**config.mk**
```make
export PLATFORM = sky130hd
export DESIGN_NAME = div_seq_flat
export DESIGN_NICKNAME = d
export VERILOG_FILES = /design/src/rtl/div_seq_if.sv /design/src/rtl/div_seq.sv /design/src/flat_wrapper.sv
export SDC_FILE = /design/constraint.sdc
export NUM_CORES = 1
export LEC_CHECK = 0
export ABC_CLOCK_PERIOD_IN_PS = 2500
export BUFFER_PORTS_ARGS = -buffer_cell sky130_fd_sc_hd__buf_2
export CAP_MARGIN = 20
export CELL_PAD_IN_SITES_DETAIL_PLACEMENT = 2
export CELL_PAD_IN_SITES_GLOBAL_PLACEMENT = 2
export CORE_MARGIN = 2
export CORE_UTILIZATION = 35
export CTS_CLUSTER_DIAMETER = 200
export CTS_CLUSTER_SIZE = 8
export DETAILED_ROUTE_END_ITERATION = 7
export PLACE_DENSITY = 0.91
export SYNTH_ARGS = -nofsm -noshare
export SYNTH_HDL_FRONTEND = slang
export SYNTH_SLANG_ARGS = --single-unit
```
**constraint.sdc**
```tcl
create_clock -name clk -period 2.5 [get_ports clk]
set_clock_uncertainty 0.05 [all_clocks]
set_input_delay 0.125 -clock clk [delete_from_list [all_inputs] [get_ports clk]]
set_output_delay 0.125 -clock clk [all_outputs]
set_load 0.01 [all_outputs]
```
**src/rtl/div_seq_if.sv**
```systemverilog
// -----------------------------------------------------------------------------
// div_seq_if
// Handshake/result bundle between CPU control and the iterative divider.
//
//   start  master->slave  request a division (sampled only while idle)
//   ai     master->slave  dividend, sampled with start
//   bi     master->slave  divisor, sampled with start
//   sgn    master->slave  signed-operation select (only with DIV_SIGNED_EN)
//   busy   slave->master  divider occupied (RUN and DONE)
//   done   slave->master  one-cycle result-valid pulse
//   quo    slave->master  quotient, held until the next accepted start
//   rem    slave->master  remainder, held until the next accepted start
//   dz     slave->master  divide-by-zero flag for the last operation
//
// Optional feature macro: DIV_SIGNED_EN (adds the sgn signal).
// -----------------------------------------------------------------------------
interface div_seq_if #(
    parameter int WIDTH = 8
);
    logic             start;
    logic [WIDTH-1:0] ai;
    logic [WIDTH-1:0] bi;
    logic             busy;
    logic             done;
    logic [WIDTH-1:0] quo;
    logic [WIDTH-1:0] rem;
    logic             dz;
`ifdef DIV_SIGNED_EN
    logic             sgn;

    modport master (output start, ai, bi, sgn, input busy, done, quo, rem, dz);
    modport slave  (input start, ai, bi, sgn, output busy, done, quo, rem, dz);
`else
    modport master (output start, ai, bi, input busy, done, quo, rem, dz);
    modport slave  (input start, ai, bi, output busy, done, quo, rem, dz);
`endif
endinterface

```
**src/rtl/div_seq.sv**
```systemverilog
// -----------------------------------------------------------------------------
// div_seq
// Multi-cycle restoring divider, one quotient bit per clock. Feeds the ALU's
// divide result path; control raises start, stalls on busy, latches on done.
//
// Ports:
//   clk    system clock, rising edge
//   reset  asynchronous, active-low reset
//   bus    div_seq_if.slave: start/ai/bi[/sgn] in, busy/done/quo/rem/dz out
//
// Latency: done is high WIDTH+1 cycles after start is accepted (1 cycle for
// a zero divisor). Both cases pass through RUN; the final RUN cycle with the
// counter at zero performs result write-back (and the sign fix-up).
//
// Optional feature macro: DIV_SIGNED_EN
//   Adds sgn: with sgn=1 operands are two's complement; magnitudes go through
//   the unsigned core and signs are restored on the edge entering DONE.
// -----------------------------------------------------------------------------
module div_seq #(
    parameter int WIDTH = 8
) (
    input  logic      clk,
    input  logic      reset,
    div_seq_if.slave  bus
);
    localparam int CW = $clog2(WIDTH + 1);

    typedef enum logic [1:0] {
        IDLE = 2'd0,
        RUN  = 2'd1,
        DONE = 2'd2
    } state_t;

    state_t           state_q, state_d;
    logic [WIDTH-1:0] prem_q, prem_d;     // partial remainder
    logic [WIDTH-1:0] dvd_q, dvd_d;       // dividend shifts out, quotient shifts in
    logic [WIDTH-1:0] bi_q, bi_d;         // divisor magnitude
    logic [CW-1:0]    cnt_q, cnt_d;
    logic             dzp_q, dzp_d;       // zero divisor seen for the running op
    logic             negq_q, negq_d;     // negate quotient at write-back
    logic             negr_q, negr_d;     // negate remainder at write-back
    logic [WIDTH-1:0] quo_q, quo_d;
    logic [WIDTH-1:0] rem_q, rem_d;
    logic             dz_q, dz_d;

    logic             sgn_act;
    logic [WIDTH-1:0] a_mag, b_mag;
    logic [WIDTH:0]   shifted;
    logic [WIDTH+1:0] trial;

    // Magnitude of a value that is two's complement when en is set.
    function automatic logic [WIDTH-1:0] f_mag(input logic [WIDTH-1:0] v, input logic en);
        logic signed [WIDTH-1:0] s;
        s = $signed(v);
        if (en && (s < 0))
            return $unsigned(-s);
        return v;
    endfunction

    // Conditional two's-complement negation used by the sign fix-up.
    function automatic logic [WIDTH-1:0] f_fix(input logic [WIDTH-1:0] v, input logic neg);
        logic signed [WIDTH-1:0] s;
        s = $signed(v);
        if (neg)
            return $unsigned(-s);
        return v;
    endfunction

`ifdef DIV_SIGNED_EN
    assign sgn_act = bus.sgn;
`else
    assign sgn_act = 1'b0;
`endif

    assign a_mag = f_mag(bus.ai, sgn_act);
    assign b_mag = f_mag(bus.bi, sgn_act);

    // Restoring step: bring in the next dividend bit and try to subtract.
    // Extra top bit of trial is the borrow.
    assign shifted = {prem_q, dvd_q[WIDTH-1]};
    assign trial   = {1'b0, shifted} - {2'b00, bi_q};

    always_comb begin
        state_d = state_q;
        prem_d  = prem_q;
        dvd_d   = dvd_q;
        bi_d    = bi_q;
        cnt_d   = cnt_q;
        dzp_d   = dzp_q;
        negq_d  = negq_q;
        negr_d  = negr_q;
        quo_d   = quo_q;
        rem_d   = rem_q;
        dz_d    = dz_q;

        unique case (state_q)
            IDLE: begin
                if (bus.start) begin
                    state_d = RUN;
                    if (bus.bi == '0) begin
                        // No iterations: the preset registers already hold
                        // the all-ones quotient and the raw dividend.
                        prem_d = bus.ai;
                        dvd_d  = '1;
                        bi_d   = '0;
                        cnt_d  = '0;
                        dzp_d  = 1'b1;
                        negq_d = 1'b0;
                        negr_d = 1'b0;
                    end else begin
                        prem_d = '0;
                        dvd_d  = a_mag;
                        bi_d   = b_mag;
                        cnt_d  = CW'(WIDTH);
                        dzp_d  = 1'b0;
                        dz_d   = 1'b0;
                        negq_d = sgn_act & (bus.ai[WIDTH-1] ^ bus.bi[WIDTH-1]);
                        negr_d = sgn_act & bus.ai[WIDTH-1];
                    end
                end
            end
            RUN: begin
                if (cnt_q != '0) begin
                    if (!trial[WIDTH+1])
                        prem_d = WIDTH'(trial);
                    else
                        prem_d = WIDTH'(shifted);
                    dvd_d = {dvd_q[WIDTH-2:0], ~trial[WIDTH+1]};
                    cnt_d = cnt_q - CW'(1);
                end else begin
                    // Write-back; most-negative / -1 wraps naturally since the
                    // magnitude quotient already equals the most-negative pattern.
                    state_d = DONE;
                    quo_d   = f_fix(dvd_q, negq_q);
                    rem_d   = f_fix(prem_q, negr_q);
                    dz_d    = dzp_q;
                end
            end
            DONE: begin
                state_d = IDLE;
            end
            default: begin
                state_d = IDLE;
            end
        endcase
    end

    always_ff @(posedge clk or negedge reset) begin
        if (!reset) begin
            state_q <= IDLE;
            prem_q  <= '0;
            dvd_q   <= '0;
            bi_q    <= '0;
            cnt_q   <= '0;
            dzp_q   <= 1'b0;
            negq_q  <= 1'b0;
            negr_q  <= 1'b0;
            quo_q   <= '0;
            rem_q   <= '0;
            dz_q    <= 1'b0;
        end else begin
            state_q <= state_d;
            prem_q  <= prem_d;
            dvd_q   <= dvd_d;
            bi_q    <= bi_d;
            cnt_q   <= cnt_d;
            dzp_q   <= dzp_d;
            negq_q  <= negq_d;
            negr_q  <= negr_d;
            quo_q   <= quo_d;
            rem_q   <= rem_d;
            dz_q    <= dz_d;
        end
    end

    assign bus.busy = (state_q != IDLE);
    assign bus.done = (state_q == DONE);
    assign bus.quo  = quo_q;
    assign bus.rem  = rem_q;
    assign bus.dz   = dz_q;

endmodule

```
**src/flat_wrapper.sv**
```systemverilog
// flat-port wrapper written by rule: the top's interface ports become plain ports
module div_seq_flat 
#(
    parameter int WIDTH = 8
)
  (clk, reset, bus_start, bus_ai, bus_bi, bus_busy, bus_done, bus_quo, bus_rem, bus_dz);
  div_seq_if #(.WIDTH(WIDTH)) bus_i ();
  input  logic clk;
  input  logic reset;
  input wire logic [$bits(bus_i.start)-1:0] bus_start;
  input wire logic [$bits(bus_i.ai)-1:0] bus_ai;
  input wire logic [$bits(bus_i.bi)-1:0] bus_bi;
  output wire logic [$bits(bus_i.busy)-1:0] bus_busy;
  output wire logic [$bits(bus_i.done)-1:0] bus_done;
  output wire logic [$bits(bus_i.quo)-1:0] bus_quo;
  output wire logic [$bits(bus_i.rem)-1:0] bus_rem;
  output wire logic [$bits(bus_i.dz)-1:0] bus_dz;
  assign bus_i.start = bus_start;
  assign bus_i.ai = bus_ai;
  assign bus_i.bi = bus_bi;
  assign bus_busy = bus_i.busy;
  assign bus_done = bus_i.done;
  assign bus_quo = bus_i.quo;
  assign bus_rem = bus_i.rem;
  assign bus_dz = bus_i.dz;
  div_seq #(.WIDTH(WIDTH)) u_core (.clk(clk), .reset(reset), .bus(bus_i));
endmodule
```
# After elaboration in Yosys (flattened, before gate mapping)
# Index checks and enable logic that the tools add are counted.
word_totals:
  output_inout_bits: 19
  in_bits: 19
  word_cells: 55
  ff_bits: 48
op_classes:
  n_mux: 26
  bitwise_logic: 2
  reduce_logical: 10
  eq_ne: 6
  n_addsub: 2
ops:
  columns: ["operator", "n"]
  rows:
  - ["8-bit 2-to-1 mux", 10]
  - ["8-bit one-hot mux with 2 select lines", 2]
  - ["4-bit 2-to-1 mux", 3]
  - ["9-bit by 8-bit subtractor with 10-bit output", 1]
  - ["8-bit logical NOT", 1]
  - ["4-bit one-hot mux with 2 select lines", 1]
  - ["1-bit 2-to-1 mux", 6]
  - ["2-bit inequality test (second input constant)", 3]
  - ["2-bit AND reduction", 3]
  - ["2-bit 2-to-1 mux", 2]
  - ["2-bit one-hot mux with 2 select lines", 1]
  - ["4-bit AND reduction", 1]
  - ["2-bit nonzero test", 2]
  - ["4-bit nonzero test", 1]
  - ["4-bit by 1-bit subtractor with 4-bit output (second input constant)", 1]
  - ["3-bit AND reduction", 1]
  - ["2-bit by 1-bit == test with 1-bit output (second input constant)", 1]
  - ["2-bit == test (second input constant)", 1]
  - ["2-bit logical NOT", 1]
  - ["2-bit by 1-bit inequality test with 1-bit output (second input constant)", 1]
  - ["1-bit NOT", 2]
  - ["1-bit one-hot mux with 2 select lines", 1]

# Logic depth before layout (Yosys ltp)
depth:
  ltp_word: 4
  mapped_depth: 10
  ltp_nobuf: 8

# Worst setup path before layout
# Ideal clock, no wire load.
synth_path:
  path_kind: "reg2reg"
  start: "register u_core.prem_q[5]"
  end: "register u_core.prem_q[0]"
  path_slack_ns: 0.498
  setup_time_ns: 0.082
  required_time_ns: 2.368
  path_stages_with_launch: 7
  arrival_time_ns: 1.870
  path_cell_list: "dfrtp_1 -> ha_1 -> a21oi_1 -> o221ai_1 -> a21oi_2 -> mux2_2 -> o22ai_1"
synth_via:
  elab_chain_len: 4
synth_rtl:
  columns: ["item", "line", "source"]
  rows:
  - ["start, declared", "div_seq.sv:35", "logic [WIDTH-1:0] prem_q, prem_d;"]
  - ["start signal, assigned", "div_seq.sv:163", "prem_q <= prem_d;"]
  - ["9-bit by 8-bit subtractor with 10-bit output", "div_seq.sv:81", "assign trial = {1'b0, shifted} - {2'b00, bi_q};"]
  - ["8-bit 2-to-1 mux", "div_seq.sv:124", "if (!trial[WIDTH+1])"]
  - ["8-bit 2-to-1 mux", "div_seq.sv:123", "if (cnt_q != '0) begin"]
  - ["8-bit one-hot mux with 2 select lines", "div_seq.sv:96", "unique case (state_q)"]
# No other way between the ends. The select of a mux whose other input is x is not followed.
# A chain may end at the register's enable or synchronous reset.

# Final worst setup path
layout_path:
  start: "register u_core.prem_q[1]"
  end: "register u_core.prem_q[3]"
# Same word-level chain as after synthesis.

==> metrics.csv <==
metric,value,unit
status,"finished, violations left",
critical_path.startpoint_type,flop,
start_util,0.366,
synth_top_flop_cell,dfrtp_1,
violations,negative hold slack,
crit_required,2630,ps
critPathCaptureType,flop,
worst_pin_slew,771,ps
whs_path_depth,3,
cts.reportedPaths.clkPinSlew,100,ps
syn_inst,273,
path_class,reg2reg,
drv_slew,0,
fin_cells,415,
cts_buffers,5,
grt_pass1_wl,13600,um
pin_count,38,
nets,348,
hp-class,in2reg,
die-area,7890,sq um
row_count,30,
setup.worst_path.end,u_core.prem_q[3],
die_w,88.8,um
synth_cell_types,45,
port_buffers,37,
whs,-17.2,ps
area_growth,19.2,%
diodes,0,
ys_seq_area_frac,0.477,
min_period,2390,ps
overflow,0,
p_int,2730,uW
core-area,6870,sq um
yosysWarnings,0,
antenna_left,0,
crit_path_max_fanout,5,
first_global_vias,2480,
die_h,88.8,um
synth_edf_count,0,
clock_power_share,0.118,
rr_endpoint,u_core.prem_q[3],
place_congestion,0.901,
p_per_area,1760,nW/um^2
drt-wirelength-per-cell,20.6,um
final_area,3000,sq um
drtIter0Drc,105,
drive_above_1_share,0.213,
dp_hpwl,5730,um
root_buffer,clkbuf_8,
fmax,0.419,GHz
rrSetupSlack,110,ps
place_area,2810,sq um
setup_tns,0,ps
num_vias,2247,
cts_tree,yes,
slew_headroom,0.481,
p_sw_frac,0.484,
worstRegToRegCells,6,
antenna_found_initial,0,
routed_wl,8550,um
final_cell_mix,"56 x nand2_1, 48 x dfrtp_1, 37 x buf_2",
maxCapViolCount,0,
drc_errors,0,
synth-seq-cells,48,
clock_sinks,48,
cp_slowest_stage_delay,470,ps
drt-vias-per-instance,5.41,
ir_drop,0.587,mV
grtUsageTotal,0.230,
finalPower,5280,uW
crit_chain,ha_1 -> nor2_1 -> a211oi_2 -> a21o_1 -> mux2i_1 -> o21ai_1,
cp.arrival,2520,ps
grt_max_degree,49,
p_comb_frac,0.608,
grt_setup_unrepaired,false,
synth_nets,303,
netSwitchingPower,2560,uW
final_common_cell,nand2_1,
synth.cell_area,2520,sq um
p_leak,0.00145,uW
fin_crit_sh,0.954,
fin_util,0.437,
insertion_delay,310,ps
synth_area_per_cell,9.22,sq um
place_inst,400,
setup_viol,0,
async_reset_ff_frac,1.00,
crit_start,u_core.prem_q[1],
hold_viol,1,
reg2reg_from,u_core.prem_q[1],
power_frac_seq,0.274,
dr.pass1.iters,4,
cp_slowest_cell,dfrtp_1,
htreeDepth,2,
clockBufferDepth,2,
==> worst min-delay path by stage <==
| stage | from | to | slack (ps) |
|---|---|---|---|
| floorplan | reset | u_core.bi_q[0] | -220 |
| global placement | reset | u_core.bi_q[7] | 220 |
| detailed placement | reset | u_core.bi_q[7] | 230 |
| CTS | bus_bi[0] | u_core.bi_q[0] | 2 |
| global route | bus_bi[0] | u_core.bi_q[0] | -0.03 |
| finish | bus_bi[0] | u_core.bi_q[0] | -20 |
==> synthesized netlist by cell type (2+ instances only) <==
| cell type | n | share of area |
|---|---|---|
| a21o_1 | 3 | 0.0089 |
| a21oi_1 | 10 | 0.020 |
| and3_1 | 3 | 0.0075 |
| buf_2 | 2 | 0.0040 |
| clkbuf_1 | 7 | 0.010 |
| dfrtp_1 | 48 | 0.48 |
| ha_1 | 10 | 0.050 |
| inv_1 | 14 | 0.021 |
| mux2_2 | 5 | 0.022 |
| mux2i_1 | 4 | 0.016 |
| nand2_1 | 56 | 0.083 |
| nand2b_1 | 3 | 0.0075 |
| nand3_1 | 4 | 0.0080 |
| nor2_1 | 19 | 0.028 |
| nor2b_1 | 6 | 0.015 |
| nor3_1 | 7 | 0.014 |
| nor3b_1 | 2 | 0.0060 |
| nor4_1 | 2 | 0.0050 |
| o21ai_0 | 23 | 0.046 |
| o221ai_1 | 3 | 0.010 |
| o22ai_1 | 13 | 0.032 |
| or2_2 | 2 | 0.0050 |
| xnor2_1 | 4 | 0.014 |
| xor2_1 | 2 | 0.0070 |
==> per-layer routing <==
metal / up-vias / GRT usage / wire length [um]
met2: 47 / 0.412 / 4470
met4: 0 / 0.0689 / 163
met1: 1156 / 0.285 / 3630
met3: 14 / 0.0345 / 294
met5: - / 0 / 0
li1: 1030 / - / -
==> state kept, by name (all words and copies together) (netlist names) <==
signal and count:
u_core.bus.rem 8, u_core.dzp_q 1, u_core.dvd_q 8, u_core.cnt_q 4, u_core.state_q 2, u_core.bi_q 8, u_core.bus.quo 8, u_core.prem_q 8
u_core.bus.dz 1
==> critical path: cells and delay by family (launching register included) <==
kind,cells,cell delay (ps)
compound gates,3,920
fa+ha+maj,1,380
flops,1,470
mux,1,330
simple gates,1,90
==> area by class of cell <==
cell class                 instances  area [sq um]
sequential                        48          1200
fill                             758          3870
tap                               96           120
clock buffer                       6          82.6
inverter                          15          58.8
clock inverter                     2          38.8
multi-input combinational        199          1210
timing repair buffer              49           285
==> power by group through the flow <==
stage	registers, uW	clock network [uW]	logic [uW]
after detailed placement	1450	0	2910
after global placement	1420	0	2690
after global routing	1490	660	3490
final	1450	624	3210
after floorplan	1420	0	2050
after CTS	1440	622	3020
==> metrics by stage <==
| stage | setup WS, ps | hold slack (ps) |
|---|---|---|
| floorplan | 498 | -221 |
| global placement | 343 | 219 |
| detailed placement | 163 | 232 |
| CTS | 18.1 | 1.95 |
| global route | 2.68 | -0.0291 |
| finish | 114 | -17.2 |
==> cells by family (layout without fill, tap and decap cells) <==
kind of cell	Yosys count	after routing	share of synthesized area
and+or+nand+nor	108	108	0.194
AOI/OAI and AO/OA	65	65	0.167
DFF	48	48	0.477
buffers and inverters	26	72	0.0452
adders and majority gates	11	11	0.0577
muxes	9	9	0.0383
xor gates and xnor gates	6	6	0.0209
==> timing repair <==
item,in CTS,in global routing
setup buffers,0,3
resized for setup,0,2
setup endpoints to repair,0,3
endpoints found under the hold margin,51,0
hold buffers,4,0
Power figures use the tool's default switching activity.
